==> config.mk <==
export PLATFORM = sky130hd
export DESIGN_NAME = joystick_input
export DESIGN_NICKNAME = d
export VERILOG_FILES = /design/src/rtl/joystick_pkg.sv /design/src/rtl/joystick_axis.sv /design/src/rtl/joystick_input.sv
export SDC_FILE = /design/constraint.sdc
export NUM_CORES = 1
export LEC_CHECK = 0
export BUFFER_PORTS_ARGS = -buffer_cell sky130_fd_sc_hd__buf_2
export CORE_MARGIN = 2
export CORE_UTILIZATION = 40
export DETAILED_ROUTE_END_ITERATION = 8
export SKIP_LAST_GASP = 1
export SLEW_MARGIN = 25
export SYNTH_ARGS = -nofsm -noshare
export SYNTH_HDL_FRONTEND = slang
export SYNTH_HIERARCHICAL = 1
export SYNTH_SLANG_ARGS = --single-unit
==> constraint.sdc <==
create_clock -name clk_30hz -period 3.7 [get_ports clk_30hz]
set_input_delay 0.37 -clock clk_30hz [delete_from_list [all_inputs] [get_ports clk_30hz]]
set_output_delay 0.37 -clock clk_30hz [all_outputs]
set_load 0.02 [all_outputs]
==> src/rtl/joystick_pkg.sv <==
`default_nettype none
// +----------------------------------------------------------------------+
// | Module      : joystick_pkg                                           |
// | Description : Shared state encoding and constants for the joystick   |
// |               input conditioning block. The CAL state exists only    |
// |               when JOYSTICK_CAL_EN is defined.                       |
// | Revision    : 1.0 - initial release                                  |
// +----------------------------------------------------------------------+
package joystick_pkg;

  localparam int NEUTRAL          = 512;
  localparam int CAL_SAMPLES      = 8;
  localparam int AVG_SAMPLES      = 4;
  localparam int DEADZONE_DEFAULT = 60;
  localparam int DEBOUNCE_DEFAULT = 3;

`ifdef JOYSTICK_CAL_EN
  typedef enum logic [1:0] {
    ST_CAL = 2'd0,
    ST_ACC = 2'd1,
    ST_OUT = 2'd2
  } state_t;

  localparam state_t ST_RESET = ST_CAL;
`else
  typedef enum logic [1:0] {
    ST_ACC = 2'd1,
    ST_OUT = 2'd2
  } state_t;

  localparam state_t ST_RESET = ST_ACC;
`endif

endpackage : joystick_pkg
`default_nettype wire

==> src/rtl/joystick_axis.sv <==
`default_nettype none
// +----------------------------------------------------------------------+
// | Module      : joystick_axis                                          |
// | Description : One joystick axis: sample accumulator, centre          |
// |               register, offset, deadzone and 0..1023 clamp.          |
// |               JOYSTICK_CAL_EN enables the calibrated centre;         |
// |               otherwise the centre is fixed at NEUTRAL.              |
// | Revision    : 1.0 - initial release                                  |
// +----------------------------------------------------------------------+
module joystick_axis
  import joystick_pkg::*;
#(
  parameter int DEADZONE = DEADZONE_DEFAULT
) (
  input  logic       clk_30hz,
  input  logic       RST,
  input  logic [9:0] sample,
  input  logic       acc_en,
  input  logic       cal_last,
  input  logic       out_en,
  output logic [9:0] pos
);

`ifdef JOYSTICK_CAL_EN
  // Eight 10-bit samples need 13 bits during calibration.
  localparam int ACC_W = 13;
`else
  localparam int ACC_W = 12;
`endif

  logic [ACC_W-1:0] r_acc;
  logic [ACC_W-1:0] w_sum;
  logic [9:0]       w_centre;
  logic [9:0]       w_avg;
  logic [11:0]      w_off;
  logic [11:0]      w_mag;
  logic [11:0]      w_shift;
  logic [9:0]       w_result;

  assign w_sum = r_acc + {{(ACC_W-10){1'b0}}, sample};

  // Running sum of accepted samples; cleared after calibration and after each output.
  always_ff @(posedge clk_30hz) begin
    if (RST) begin
      r_acc <= '0;
    end else if (cal_last || out_en) begin
      r_acc <= '0;
    end else if (acc_en) begin
      r_acc <= w_sum;
    end
  end

`ifdef JOYSTICK_CAL_EN
  logic [9:0] r_centre;

  // Centre captured as the mean of the calibration samples, including the last one.
  always_ff @(posedge clk_30hz) begin
    if (RST) begin
      r_centre <= 10'(NEUTRAL);
    end else if (cal_last) begin
      r_centre <= w_sum[12:3];
    end
  end

  assign w_centre = r_centre;
`else
  assign w_centre = 10'(NEUTRAL);
`endif

  // The four-sample average always fits in 12 bits, so bits [11:2] are the mean.
  assign w_avg   = r_acc[11:2];
  assign w_off   = {2'b00, w_avg} - {2'b00, w_centre};
  assign w_mag   = w_off[11] ? (~w_off + 12'd1) : w_off;
  assign w_shift = 12'(NEUTRAL) + w_off;

  // Deadzone snaps to neutral; otherwise clamp negative and >1023 results.
  always_comb begin
    w_result = 10'(NEUTRAL);
    if (w_mag > 12'(DEADZONE)) begin
      if (w_shift[11]) begin
        w_result = 10'd0;
      end else if (w_shift[10]) begin
        w_result = 10'd1023;
      end else begin
        w_result = w_shift[9:0];
      end
    end
  end

  // Position register only changes in the OUT cycle and holds otherwise.
  always_ff @(posedge clk_30hz) begin
    if (RST) begin
      pos <= 10'(NEUTRAL);
    end else if (out_en) begin
      pos <= w_result;
    end
  end

endmodule : joystick_axis
`default_nettype wire

==> src/rtl/joystick_input.sv <==
`default_nettype none
// +----------------------------------------------------------------------+
// | Module      : joystick_input                                         |
// | Description : Joystick front end: sample handshake FSM (CAL/ACC/OUT),|
// |               two conditioned axes and a fire-button debouncer.      |
// |               Macro JOYSTICK_CAL_EN enables centre calibration.      |
// | Revision    : 1.0 - initial release                                  |
// +----------------------------------------------------------------------+
module joystick_input
  import joystick_pkg::*;
#(
  parameter int DEADZONE = DEADZONE_DEFAULT,
  parameter int DEBOUNCE = DEBOUNCE_DEFAULT
) (
  input  logic       clk_30hz,
  input  logic       RST,
  input  logic       sample_valid,
  input  logic [9:0] sample_x,
  input  logic [9:0] sample_y,
  output logic       sample_ready,
  input  logic       btn_raw,
  output logic [9:0] xPosData,
  output logic [9:0] yPosData,
  output logic       pos_valid,
  output logic       fire,
  output logic       cal_done
);

  localparam int DBW = (DEBOUNCE > 1) ? $clog2(DEBOUNCE) : 1;

  state_t     r_state;
  state_t     w_state_nxt;
  logic [2:0] r_xfer_cnt;
  logic [2:0] w_xfer_cnt_nxt;
  logic       w_xfer;
  logic       w_acc_en;
  logic       w_cal_last;
  logic       w_out_en;

  logic           r_btn_state;
  logic [DBW-1:0] r_db_cnt;

  assign sample_ready = (r_state != ST_OUT);
  assign w_xfer       = sample_valid & sample_ready;

  // State and transfer counter registers.
  always_ff @(posedge clk_30hz) begin
    if (RST) begin
      r_state    <= ST_RESET;
      r_xfer_cnt <= 3'd0;
    end else begin
      r_state    <= w_state_nxt;
      r_xfer_cnt <= w_xfer_cnt_nxt;
    end
  end

  // Next-state logic and per-cycle strobes to the axis datapaths.
  always_comb begin
    w_state_nxt    = r_state;
    w_xfer_cnt_nxt = r_xfer_cnt;
    w_acc_en       = 1'b0;
    w_cal_last     = 1'b0;
    w_out_en       = 1'b0;
    case (r_state)
`ifdef JOYSTICK_CAL_EN
      ST_CAL: begin
        if (w_xfer) begin
          w_acc_en = 1'b1;
          if (r_xfer_cnt == 3'(CAL_SAMPLES - 1)) begin
            w_cal_last     = 1'b1;
            w_xfer_cnt_nxt = 3'd0;
            w_state_nxt    = ST_ACC;
          end else begin
            w_xfer_cnt_nxt = r_xfer_cnt + 3'd1;
          end
        end
      end
`endif
      ST_ACC: begin
        if (w_xfer) begin
          w_acc_en = 1'b1;
          if (r_xfer_cnt == 3'(AVG_SAMPLES - 1)) begin
            w_xfer_cnt_nxt = 3'd0;
            w_state_nxt    = ST_OUT;
          end else begin
            w_xfer_cnt_nxt = r_xfer_cnt + 3'd1;
          end
        end
      end
      ST_OUT: begin
        w_out_en    = 1'b1;
        w_state_nxt = ST_ACC;
      end
      default: begin
        w_xfer_cnt_nxt = 3'd0;
        w_state_nxt    = ST_RESET;
      end
    endcase
  end

  // Result strobe lines up with the cycle the new positions become visible.
  always_ff @(posedge clk_30hz) begin
    if (RST) begin
      pos_valid <= 1'b0;
    end else begin
      pos_valid <= w_out_en;
    end
  end

`ifdef JOYSTICK_CAL_EN
  // Calibration flag set by the final calibration transfer.
  always_ff @(posedge clk_30hz) begin
    if (RST) begin
      cal_done <= 1'b0;
    end else if (w_cal_last) begin
      cal_done <= 1'b1;
    end
  end
`else
  // With a fixed centre there is nothing to calibrate; report done right after reset.
  always_ff @(posedge clk_30hz) begin
    if (RST) begin
      cal_done <= 1'b0;
    end else begin
      cal_done <= 1'b1;
    end
  end
`endif

  // Debouncer: state flips after DEBOUNCE consecutive disagreeing samples; fire marks a press.
  always_ff @(posedge clk_30hz) begin
    if (RST) begin
      r_btn_state <= 1'b0;
      r_db_cnt    <= '0;
      fire        <= 1'b0;
    end else begin
      fire <= 1'b0;
      if (btn_raw == r_btn_state) begin
        r_db_cnt <= '0;
      end else if (r_db_cnt == DBW'(DEBOUNCE - 1)) begin
        r_btn_state <= ~r_btn_state;
        r_db_cnt    <= '0;
        fire        <= ~r_btn_state;
      end else begin
        r_db_cnt <= r_db_cnt + 1'b1;
      end
    end
  end

  joystick_axis #(
    .DEADZONE (DEADZONE)
  ) u_axis_x (
    .clk_30hz (clk_30hz),
    .RST      (RST),
    .sample   (sample_x),
    .acc_en   (w_acc_en),
    .cal_last (w_cal_last),
    .out_en   (w_out_en),
    .pos      (xPosData)
  );

  joystick_axis #(
    .DEADZONE (DEADZONE)
  ) u_axis_y (
    .clk_30hz (clk_30hz),
    .RST      (RST),
    .sample   (sample_y),
    .acc_en   (w_acc_en),
    .cal_last (w_cal_last),
    .out_en   (w_out_en),
    .pos      (yPosData)
  );

endmodule : joystick_input
`default_nettype wire

Yosys cells after proc, flatten, opt, wreduce, memory -nomap -nowiden
Index checks and enable logic that the tools add are counted.
- register bits after elaboration: 55
- bits of input ports: 24
- output and inout bits: 24
- word-level logic and storage cells: 60
- $add $sub $neg: 10
- magnitude comparators: 2
- equal/unequal tests: 7
- mux-type cells: 15
- bitwise operators: 8
- reductions and logical operators: 7
- operator list (kind ; count):
    $mux W10 ; 6
    $add A10 B12 Y12 const A ; 2
    $add A12 B1 Y12 const B ; 2
    $add A12 B10 Y12 ; 2
    $gt A12 B6 Y1 const B ; 2
    $mux W12 ; 2
    $not A12 Y12 ; 2
    $sub A10 B10 Y11 const B ; 2
    $mux W3 ; 2
    $pmux W3 S2 ; 1
    $reduce_and A2 Y1 ; 3
    $reduce_or A3 Y1 ; 2
    $not A1 Y1 ; 5
    $eq A2 B2 Y1 const B ; 2
    $mux W1 ; 4
    $ne A2 B2 Y1 const B ; 2
    $reduce_or A2 Y1 ; 2
    $add A3 B1 Y3 const B ; 1
    $eq A3 B2 Y1 const B ; 1
    $add A2 B1 Y2 const B ; 1
    $eq A2 B1 Y1 const B ; 1
    $and A1 B1 Y1 ; 1
    $eq A1 B1 Y1 ; 1

Depth between registers and ports, before layout
Gate-level depths: netlist (run 1).
- depth in word-level cells: 6
- mapped depth: 9
- mapped depth without buffers: 8

Cells and area by module
The synthesis (run 1) kept the hierarchy.
- modules (own cells, without submodules) (module ; times used ; cells each ; area each (µm²)):
    joystick_axis ; 2 ; 160 ; 1457.6
    joystick_input ; 1 ; 43 ; 419.2

Least setup slack after synthesis (run 1)
OpenSTA, ideal clock, no wires.
- path type: input port to flip-flop
- from: input port sample_x[0]
- to: register u_axis_x.r_acc[8]
- setup time: 0.147 ns
- data arrival time: 1.966 ns
- path slack: 1.587 ns
- stages: 8
- path buffers: 0
- path through: ha_1 fa_1 a21o_1 a211oi_1 o21ai_0 or3b_2 xor2_1 a211oi_1
- word-level cells in the longest chain between the ends: 1
- RTL lines (element ; line ; RTL):
    start, declared ; joystick_input.sv:18 ; input logic [9:0] sample_x,
    $add A12 B10 Y12 ; joystick_axis.sv:40 ; assign w_sum = r_acc + {{(ACC_W-10){1'b0}}, sample};
    end signal, assigned ; joystick_axis.sv:49 ; r_acc <= w_sum;
    end, declared ; joystick_axis.sv:31 ; logic [ACC_W-1:0] r_acc;
Every way passes these cells.
A chain may end at the register's enable or synchronous reset.

Worst setup path after layout (run 1)
- from: register u_axis_y.r_acc[2]
- to: register u_axis_y.pos[2]
- word-level cells in the longest chain between the ends: 6
- elaborated cells on any way between the ends: 9
- those cells by class: 3 x add/sub; 1 x order compare; 4 x mux; 1 x bitwise
- RTL lines (element ; line ; RTL):
    start, declared ; joystick_axis.sv:31 ;
    start signal, assigned ; joystick_axis.sv:49 ;
    $sub A10 B10 Y11 * ; joystick_axis.sv:72 ; assign w_off = {2'b00, w_avg} - {2'b00, w_centre};
    $not A12 Y12 ; joystick_axis.sv:73 ; assign w_mag = w_off[11] ? (~w_off + 12'd1) : w_off;
    $add A12 B1 Y12 ; joystick_axis.sv:73 ;
    $mux W12 ; joystick_axis.sv:73 ;
    $gt A12 B6 Y1 ; joystick_axis.sv:79 ; if (w_mag > 12'(DEADZONE)) begin
    $mux W10 * ; joystick_axis.sv:79 ;
    end signal, assigned ; joystick_axis.sv:93 ; pos <= 10'(NEUTRAL);
    end signal, assigned ; joystick_axis.sv:95 ; pos <= w_result;
    end, declared ; joystick_axis.sv:21 ; output logic [9:0] pos
Mark *: on every way between the ends. The rest lies on a longest branch, timed or not.

==> results of run 1 <==
-- power by group --
part	total, W	internal [W]	leakage (nW)	switching [W]
registers	0.000626	0.000606	0.446	0.0000198
logic	0.000250	0.000113	1.08	0.000136
clock network	0.000343	0.000151	0.0477	0.000192
total	0.00122	0.000871	1.58	0.000348
-- final timing paths --
kind / start / end / slack, ns / cells past startpoint
worst min register to register: r_db_cnt[0] / r_db_cnt[0] / 0.41 / 1
worst max-delay path: u_axis_y/r_acc[2] / u_axis_y/pos[2] / 1.44 / 8
worst min-delay path: btn_raw / r_btn_state / 0.35 / 3
worst max register to register: u_axis_y/r_acc[2] / u_axis_y/pos[2] / 1.44 / 8
-- final cells by class --
cell class,instances,area (um2),share of cell area
clock inverters,1,8.76,0.00233
repair buffers,48,243,0.0647
clock buffers,6,82.6,0.0220
multi-input cells,278,2100,0.560
flip-flops and latches,55,1100,0.293
inverters,23,86.3,0.0230
well taps,105,131,0.0350
-- metrics by stage --
stage	util	worst slack, ns
3_3_place_gp	0.450	1.36
4_1_cts	0.461	1.45
3_5_place_dp	0.450	1.34
2_1_floorplan	-	1.59
5_1_grt	0.461	1.28
6_report	0.461	1.44
-- worst max-delay path: stages (launching register included) --
cell and delay [ns]:
dfxtp_1 0.53, inv_1 0.11, ha_1 0.25, nor4b_1 0.15, a311oi_1 0.25, a32oi_1 0.13
a311oi_4 0.34, a311oi_4 0.20, a22o_1 0.21
-- per-layer routing --
layer  track usage  wire (um)  vias to the layer above
li1              -          -                     1448
met1         0.222       3590                     1258
met2         0.252       3050                       54
met3        0.0332        270                        4
met4        0.0290         40                        0
met5             0          0                        -
-- flip-flops by register name, summed over array words and instances (netlist names) --
register and count:
u_axis_x/r_acc 12, u_axis_y/r_acc 12, u_axis_x/pos 10, u_axis_y/pos 10, r_xfer_cnt 3, r_db_cnt 2
r_state 2, cal_done 1, fire 1, pos_valid 1, r_btn_state 1
-- logic make-up after synthesis --
| family | Yosys count | share of synthesized area |
|---|---|---|
| xor gates and xnor gates | 17 | 0.0447 |
| AOI/OAI and AO/OA | 116 | 0.278 |
| and+or+nand+nor | 102 | 0.157 |
| adders and majority gates | 28 | 0.110 |
| other | 1 | 0.00112 |
| buffers and inverters | 31 | 0.0409 |
| DFF | 55 | 0.330 |
| muxes | 13 | 0.0390 |
-- placed cells by master (no fill, tap or decap), types with 8 or more instances in the layout --
cell type,n
nor2_1,41
a21o_1,8
a211oi_1,16
xnor2_1,13
a21oi_1,15
buf_2,47
dfxtp_1,55
mux2i_1,13
a22o_1,14
inv_1,23
nor3_1,8
nand2_1,18
ha_1,26
o21ai_0,18
==> results.json, run 1 <==
{
  "status": "complete, no violations",
  "cts_root_buf": "clkbuf_8",
  "synth.most_common_cell": "dfxtp_1",
  "synth_area_leaders": "dfxtp_1 33%, ha_1 9.8%, nor2_1 4.6%",
  "critPathLaunchType": "flip-flop",
  "maxSlewHeadroom": 0.354,
  "placed_cell_area_um2": 3660,
  "drive_gt1_frac": 0.187,
  "dieArea_um2": 9080,
  "gp_congestion": 0.834,
  "dp.final_hpwl_mm": 5.37,
  "netlist_instances": 363,
  "dieWidth_um": 95.3,
  "viasPerCell": 5.36,
  "synth_cell_type_count": 51,
  "maxSlewViolCount": 0,
  "synth_area_um2": 3330,
  "yosysTopAreaCell": "dfxtp_1",
  "diodes": 0,
  "end_kind": "flip-flop",
  "fin_cells": 516,
  "cts.sinks": 55,
  "final_area_um2": 3750,
  "grt_start_max_net_pins": 27,
  "wl_per_cell_um": 13.5,
  "dp.cells": 509,
  "peakVddDrop_v": 0.000154,
  "first_global_vias": 2456,
  "powerDensity_nw_per_um2": 325,
  "first_pass_iters": 4,
  "synth_flop_cell": "dfxtp_1",
  "power_w": 0.00122,
  "netlist.area_leader.share": 0.330,
  "synth_warnings": 6,
  "hold_ws_ns": 0.352,
  "ctsHoldBuffers": 0,
  "hp-class": "in -> reg",
  "async_reset_ff_frac": 0,
  "drc": 0,
  "fin_crit_ns": 2.26,
  "core_area_um2": 8130,
  "cp.required_ns": 3.90,
  "grt_setup_unrepaired": "false",
  "clock_skew_ns": 0.00966,
  "seq_area_frac_synth": 0.330,
  "ys_ff_latch": 55,
  "wl_mm": 6.95,
  "grt_overflow": 0,
  "antenna_found_initial": 0,
  "rows": 33,
  "clk_transition_reported_paths_ns": 0.10,
  "setup_tns_ns": 0,
  "tritoncts": "done",
  "cp.arrival_ns": 2.47,
  "clk_latency_ns": 0.30,
  "p_leak_nw": 1.58,
  "grt_first_pass_wirelength_mm": 11.5,
  "nFillCells": 784,
  "criticalPathCategory": "reg -> reg",
  "crit_fanout": 8,
  "drv_cap": 0,
  "synth_edf_count": 0,
  "grt_usage": 0.158,
  "nets": 463,
  "ioPinCount": 48,
  "post_cts_buffers": 0,
  "setup_violations": 0,
  "via_count": 2764,
  "clockBufferDepth": 2,
  "synth_common_cells": "55 x dfxtp_1, 41 x nor2_1, 26 x ha_1",
  "hold_violations": 0,
  "max_freq_ghz": 0.442,
  "numCtsBuffers": 5,
  "layout_worst_path_cycle_share": 0.612,
  "syn2layout_area_growth_pct": 12.6,
  "syn_area_per_cell_um2": 9.19,
  "h-tree-depth": 2,
  "post_cts_resized": 0,
  "dieHeight_um": 95.3,
  "drtIter0Drc": 89,
  "start_util": 0.410,
  "ant_nets": 0,
  "io_buffers": 47,
  "worstMarginPinSlew_ns": 0.969
}
(Power assumes the default switching activity.)
==> inputs of run 2 (changes only) <==
- clock period: 3.7 -> 2.1 ns (I/O delays scaled with it)
==> run 2 against run 1 <==
Combinational power increased by 110%; global-route usage grew 1.3 points; clock-buffer cell count fell by 1; worst setup slack worse by 1.4 ns; sequential cell count is the same; critical endpoint is now u_axis_x/r_acc[11]; largest cell class unchanged; largest power group unchanged.
==> results.json, run 2 (synthesis results as in run 1) <==
{
  "criticalPathCategory": "reg -> reg",
  "io_buffers": 47,
  "core_area_um2": 8130,
  "dp.final_hpwl_mm": 5.69,
  "power_frac_clock": 0.281,
  "clock_skew_ns": 0.0160,
  "start_util": 0.410,
  "fin_ws_ns": 0.0841,
  "ant_nets": 0,
  "nets": 489,
  "p_comb_frac": 0.233,
  "power_switching_w": 0.000687,
  "critPathLaunchType": "flip-flop",
  "reg_top3": "u_axis_x/r_acc (12), u_axis_y/r_acc (12)",
  "wl_met1_mm": 3.71,
  "met3WireLength_um": 290,
  "numCtsBuffers": 5,
  "layout_common_cells": "48 x dfxtp_1, 47 x buf_2, 41 x nor2_1",
  "grt_start_max_net_pins": 35,
  "diodes": 0,
  "wl_mm": 7.65,
  "drv_cap": 0,
  "cts.sinks": 55,
  "drive_gt1_frac": 0.299,
  "drtIter0Drc": 108,
  "p_leak_nw": 1.73,
  "dieWidth_um": 95.3,
  "cp.required_ns": 2.31,
  "clockBufferDepth": 2,
  "dr.max_layer_used": "met4",
  "wl_met2_mm": 3.57,
  "first_global_vias": 2740,
  "gp_congestion": 0.865,
  "power.share.sequential": 0.487,
  "powerDensity_nw_per_um2": 551,
  "via_count": 2937,
  "cts_root_buf": "clkbuf_8",
  "pre_cts_ws_ns": -0.0295,
  "grt_usage": 0.171,
  "layout_commonest_cell": "dfxtp_1",
  "switching_share": 0.305,
  "status": "complete, no violations",
  "end_kind": "flip-flop",
  "wl_per_cell_um": 14.1,
  "tritoncts": "done",
  "antenna_found_initial": 0,
  "crit_fanout": 5,
  "h-tree-depth": 2,
  "dieArea_um2": 9080,
  "drc": 0,
  "peakVddDrop_v": 0.000294,
  "setup_violations": 0,
  "maxSlewViolCount": 0,
  "hp-class": "in -> reg",
  "clk_latency_ns": 0.32,
  "rows": 33,
  "grt_overflow": 0,
  "dieHeight_um": 95.3,
  "layout_worst_path_cycle_share": 0.960,
  "max_freq_ghz": 0.496,
  "fin_crit_ns": 2.02,
  "power_w": 0.00225,
  "clk_transition_reported_paths_ns": 0.12,
  "cp.arrival_ns": 2.23,
  "syn2layout_area_growth_pct": 22.6,
  "hold_violations": 0,
  "p_int_w": 0.00157,
  "ioPinCount": 48,
  "viasPerCell": 5.41,
  "ctsHoldBuffers": 0,
  "grt_first_pass_wirelength_mm": 12.4,
  "first_pass_iters": 4,
  "grt_setup_unrepaired": "true"
}
[run 2: changes by cell type in the layout (fill, tap and decap cells not counted), sizes merged]
cell,previous run,this run
clkbuf,6,5
clkinv,0,1
inv,24,25
buf,48,74
[run 2: path summary, 6_finish.rpt]
path | start | end | slack [ns] | cells after the start
worst max-delay path | u_axis_x/r_acc[3] | u_axis_x/r_acc[11] | 0.08 | 8
worst min-delay path | btn_raw | r_btn_state | 0.17 | 3
worst max register to register | u_axis_x/r_acc[3] | u_axis_x/r_acc[11] | 0.08 | 8
worst min register to register | r_db_cnt[0] | r_db_cnt[0] | 0.42 | 1
[run 2: per-stage QoR]
stage | util | TNS, ns | cell area, um2 | hold slack, ns | std cells
2_1_floorplan | - | 0 | 3340 | 0.267 | 364
3_3_place_gp | 0.471 | 0 | 3830 | 0.400 | 530
3_5_place_dp | 0.471 | -0.184 | 3830 | 0.405 | 530
4_1_cts | 0.486 | 0 | 3960 | 0.163 | 540
5_1_grt | 0.503 | -0.195 | 4090 | 0.205 | 543
6_report | 0.503 | 0 | 4090 | 0.166 | 543
[run 2: metal layers]
metal  vias up  GRT usage
met5         -          0
met2        61      0.279
li1       1493          -
met4         0     0.0423
met3         5     0.0308
met1      1378      0.232
[run 2: power by group through the flow]
stage	Combinational, W	Sequential, W	Clock, W
after global placement	0.000474	0.00112	0
final	0.000524	0.00110	0.000633
after detailed placement	0.000483	0.00112	0
after floorplan	0.000345	0.00112	0
after CTS	0.000496	0.00110	0.000661
after global routing	0.000584	0.00110	0.000698
[run 2: final cells by class]
type | count | area (um2)
Fill cell | 767 | 4050
Multi-Input combinational cell | 278 | 2210
Sequential cell | 55 | 1110
Timing Repair Buffer | 74 | 458
Tap cell | 105 | 131
Inverter | 23 | 86.3
Clock buffer | 5 | 68.8
Clock inverter | 3 | 26.3
[run 2: worst max-delay path: stages, from the launching register on]
cell,delay (ns)
dfxtp_1,0.33
buf_4,0.15
ha_1,0.36
o21ai_1,0.12
o211ai_1,0.38
nand3_1,0.22
a21oi_2,0.18
xnor2_1,0.13
nor2_1,0.05
[run 2: repair_timing]
item                                   in CTS  in global routing
pin swaps                                   5                 20
endpoints found under the hold margin       0                  0
setup endpoints to repair                  12                 28
resized for setup                           4                 31
setup buffers                               2                  3
==> inputs of run 3 (changes only) <==
- PLACE_DENSITY_LB_ADDON: not set -> 0.2
==> run 3 against run 2 <==
Clock skew down 0.0024 ns; cell count down 0.37%; clock power up 3%; maximum frequency down 0.98%; non-clock buffer count down 2; sequential cell count unchanged; total power up 0.55%; sequential share of layout area up 0.083 points; sequential power about the same; largest power group unchanged.
==> results.json, run 3 (synthesis results as in run 1) <==
{
  "setup_violations": 0,
  "p_leak_nw": 1.73,
  "cp.required_ns": 2.36,
  "end_kind": "flip-flop",
  "antenna_found_initial": 0,
  "layout_commonest_cell": "buf_2",
  "maxSlewViolCount": 0,
  "reg_top3": "u_axis_x/r_acc (12), u_axis_y/r_acc (12)",
  "ioPinCount": 48,
  "drc": 0,
  "first_global_vias": 2630,
  "clock_skew_ns": 0.0135,
  "final_util": 0.503,
  "io_buffers": 47,
  "first_pass_iters": 4,
  "hold_violations": 0,
  "rrSetupSlack_ns": 0.06,
  "cts_root_buf": "clkbuf_8",
  "fin_crit_ns": 2.04,
  "critical_path.top_delay_family": "compound AO/OA/AOI/OAI gates",
  "clk_latency_ns": 0.31,
  "fin_cells": 541,
  "wl_mm": 7.43,
  "grt_start_max_net_pins": 21,
  "rows": 33,
  "final_area_um2": 4090,
  "diodes": 0,
  "cpMostUsedCell": "a311oi_4",
  "max_stage_delay_ns": 0.46,
  "clockBufferDepth": 2,
  "layout_common_cells": "47 x buf_2, 45 x dfxtp_1, 41 x nor2_1",
  "ctsHoldBuffers": 0,
  "syn2layout_area_growth_pct": 22.7,
  "cts.sinks": 55,
  "critPathLaunchType": "flip-flop",
  "grt_overflow": 0,
  "placed_cell_area_um2": 3810,
  "crit_fanout": 7,
  "hp-class": "in -> reg",
  "grt_setup_unrepaired": "true",
  "dp.cells": 529,
  "core_area_um2": 8130,
  "viasPerCell": 5.38,
  "hold_ws_ns": 0.190,
  "max_freq_ghz": 0.491,
  "dp.final_hpwl_mm": 5.60,
  "powerDensity_nw_per_um2": 554,
  "h-tree-depth": 2,
  "via_count": 2908,
  "cp_num_buf_inv": 1,
  "gp_congestion": 0.812,
  "clk_transition_reported_paths_ns": 0.11,
  "dieArea_um2": 9080,
  "drv_cap": 0,
  "drtIter0Drc": 124,
  "criticalPathCategory": "reg -> reg",
  "start_util": 0.410,
  "cp.arrival_ns": 2.29,
  "drive_gt1_frac": 0.305,
  "layout_worst_path_cycle_share": 0.969,
  "power_w": 0.00227,
  "nets": 487,
  "numCtsBuffers": 5,
  "dieWidth_um": 95.3,
  "peakVddDrop_v": 0.000297,
  "grt_usage": 0.164,
  "cp_slowest_cell": "or4b_1",
  "status": "complete, no violations",
  "wl_per_cell_um": 13.7,
  "dieHeight_um": 95.3,
  "tritoncts": "done",
  "crit_chain": "buf_6 -> or4b_1 -> o21ai_1 -> a22o_2 -> a311oi_4 -> a311oi_4 -> a22o_1",
  "ant_nets": 0,
  "grt_first_pass_wirelength_mm": 11.8,
  "nFillCells": 763
}
==> run 3: cell types whose count changed in the layout (fill, tap and decap cells not counted), moves of 2 or more <==
cell,change
inv_6,-2
dfxtp_1,-3
clkbuf_8,+2
dfxtp_2,+3
o21ai_0,-2
==> run 3: final cells by class <==
class | instances | area [um2] | area share
Clock buffer | 7 | 96.3 | 0.0236
Tap cell | 105 | 131 | 0.0321
Clock inverter | 1 | 7.51 | 0.00184
Timing Repair Buffer | 72 | 430 | 0.105
Inverter | 23 | 86.3 | 0.0211
Multi-Input combinational cell | 278 | 2220 | 0.543
Sequential cell | 55 | 1120 | 0.273
==> run 3: tightest hold or removal path, cell delays in order <==
cell     delay, ns
buf_2         0.10
mux2i_1       0.07
nor2_1        0.07
==> run 3: final timing paths <==
check	cells after the start	endpoint	start
worst max-delay path	7	u_axis_y/pos[2]	u_axis_y/r_acc[2]
worst min-delay path	3	r_btn_state	btn_raw
worst max register to register	7	u_axis_y/pos[2]	u_axis_y/r_acc[2]
worst min register to register	1	r_db_cnt[0]	r_db_cnt[0]
==> run 3: timing repair <==
action	in CTS	in global routing
resized for setup	2	40
pin swaps	4	22
setup endpoints to repair	9	27
setup buffers	0	4
==> run 3: per-stage QoR <==
stage	setup WS, ns	setup TNS, ns
after floorplan	0.0756	0
after global placement	0.0362	0
after detailed placement	-0.0109	-0.0388
after CTS	-0.00618	-0.00618
final	0.0641	0
after global routing	-0.0310	-0.123
==> run 3: report_power, final <==
part / internal (W) / leakage, nW / switching, W / total (W)
logic: 0.000247 / 1.23 / 0.000268 / 0.000515
registers: 0.00107 / 0.451 / 0.0000305 / 0.00110
clock network: 0.000301 / 0.0505 / 0.000351 / 0.000652
total: 0.00162 / 1.73 / 0.000650 / 0.00227
==> run 3: metal layers <==
| metal | GRT usage | up-vias | share of wire |
|---|---|---|---|
| li1 | - | 1492 | - |
| met1 | 0.225 | 1370 | 0.50 |
| met2 | 0.265 | 44 | 0.45 |
| met3 | 0.0316 | 2 | 0.038 |
| met4 | 0.0435 | 0 | 0.0054 |
| met5 | 0 | - | 0 |
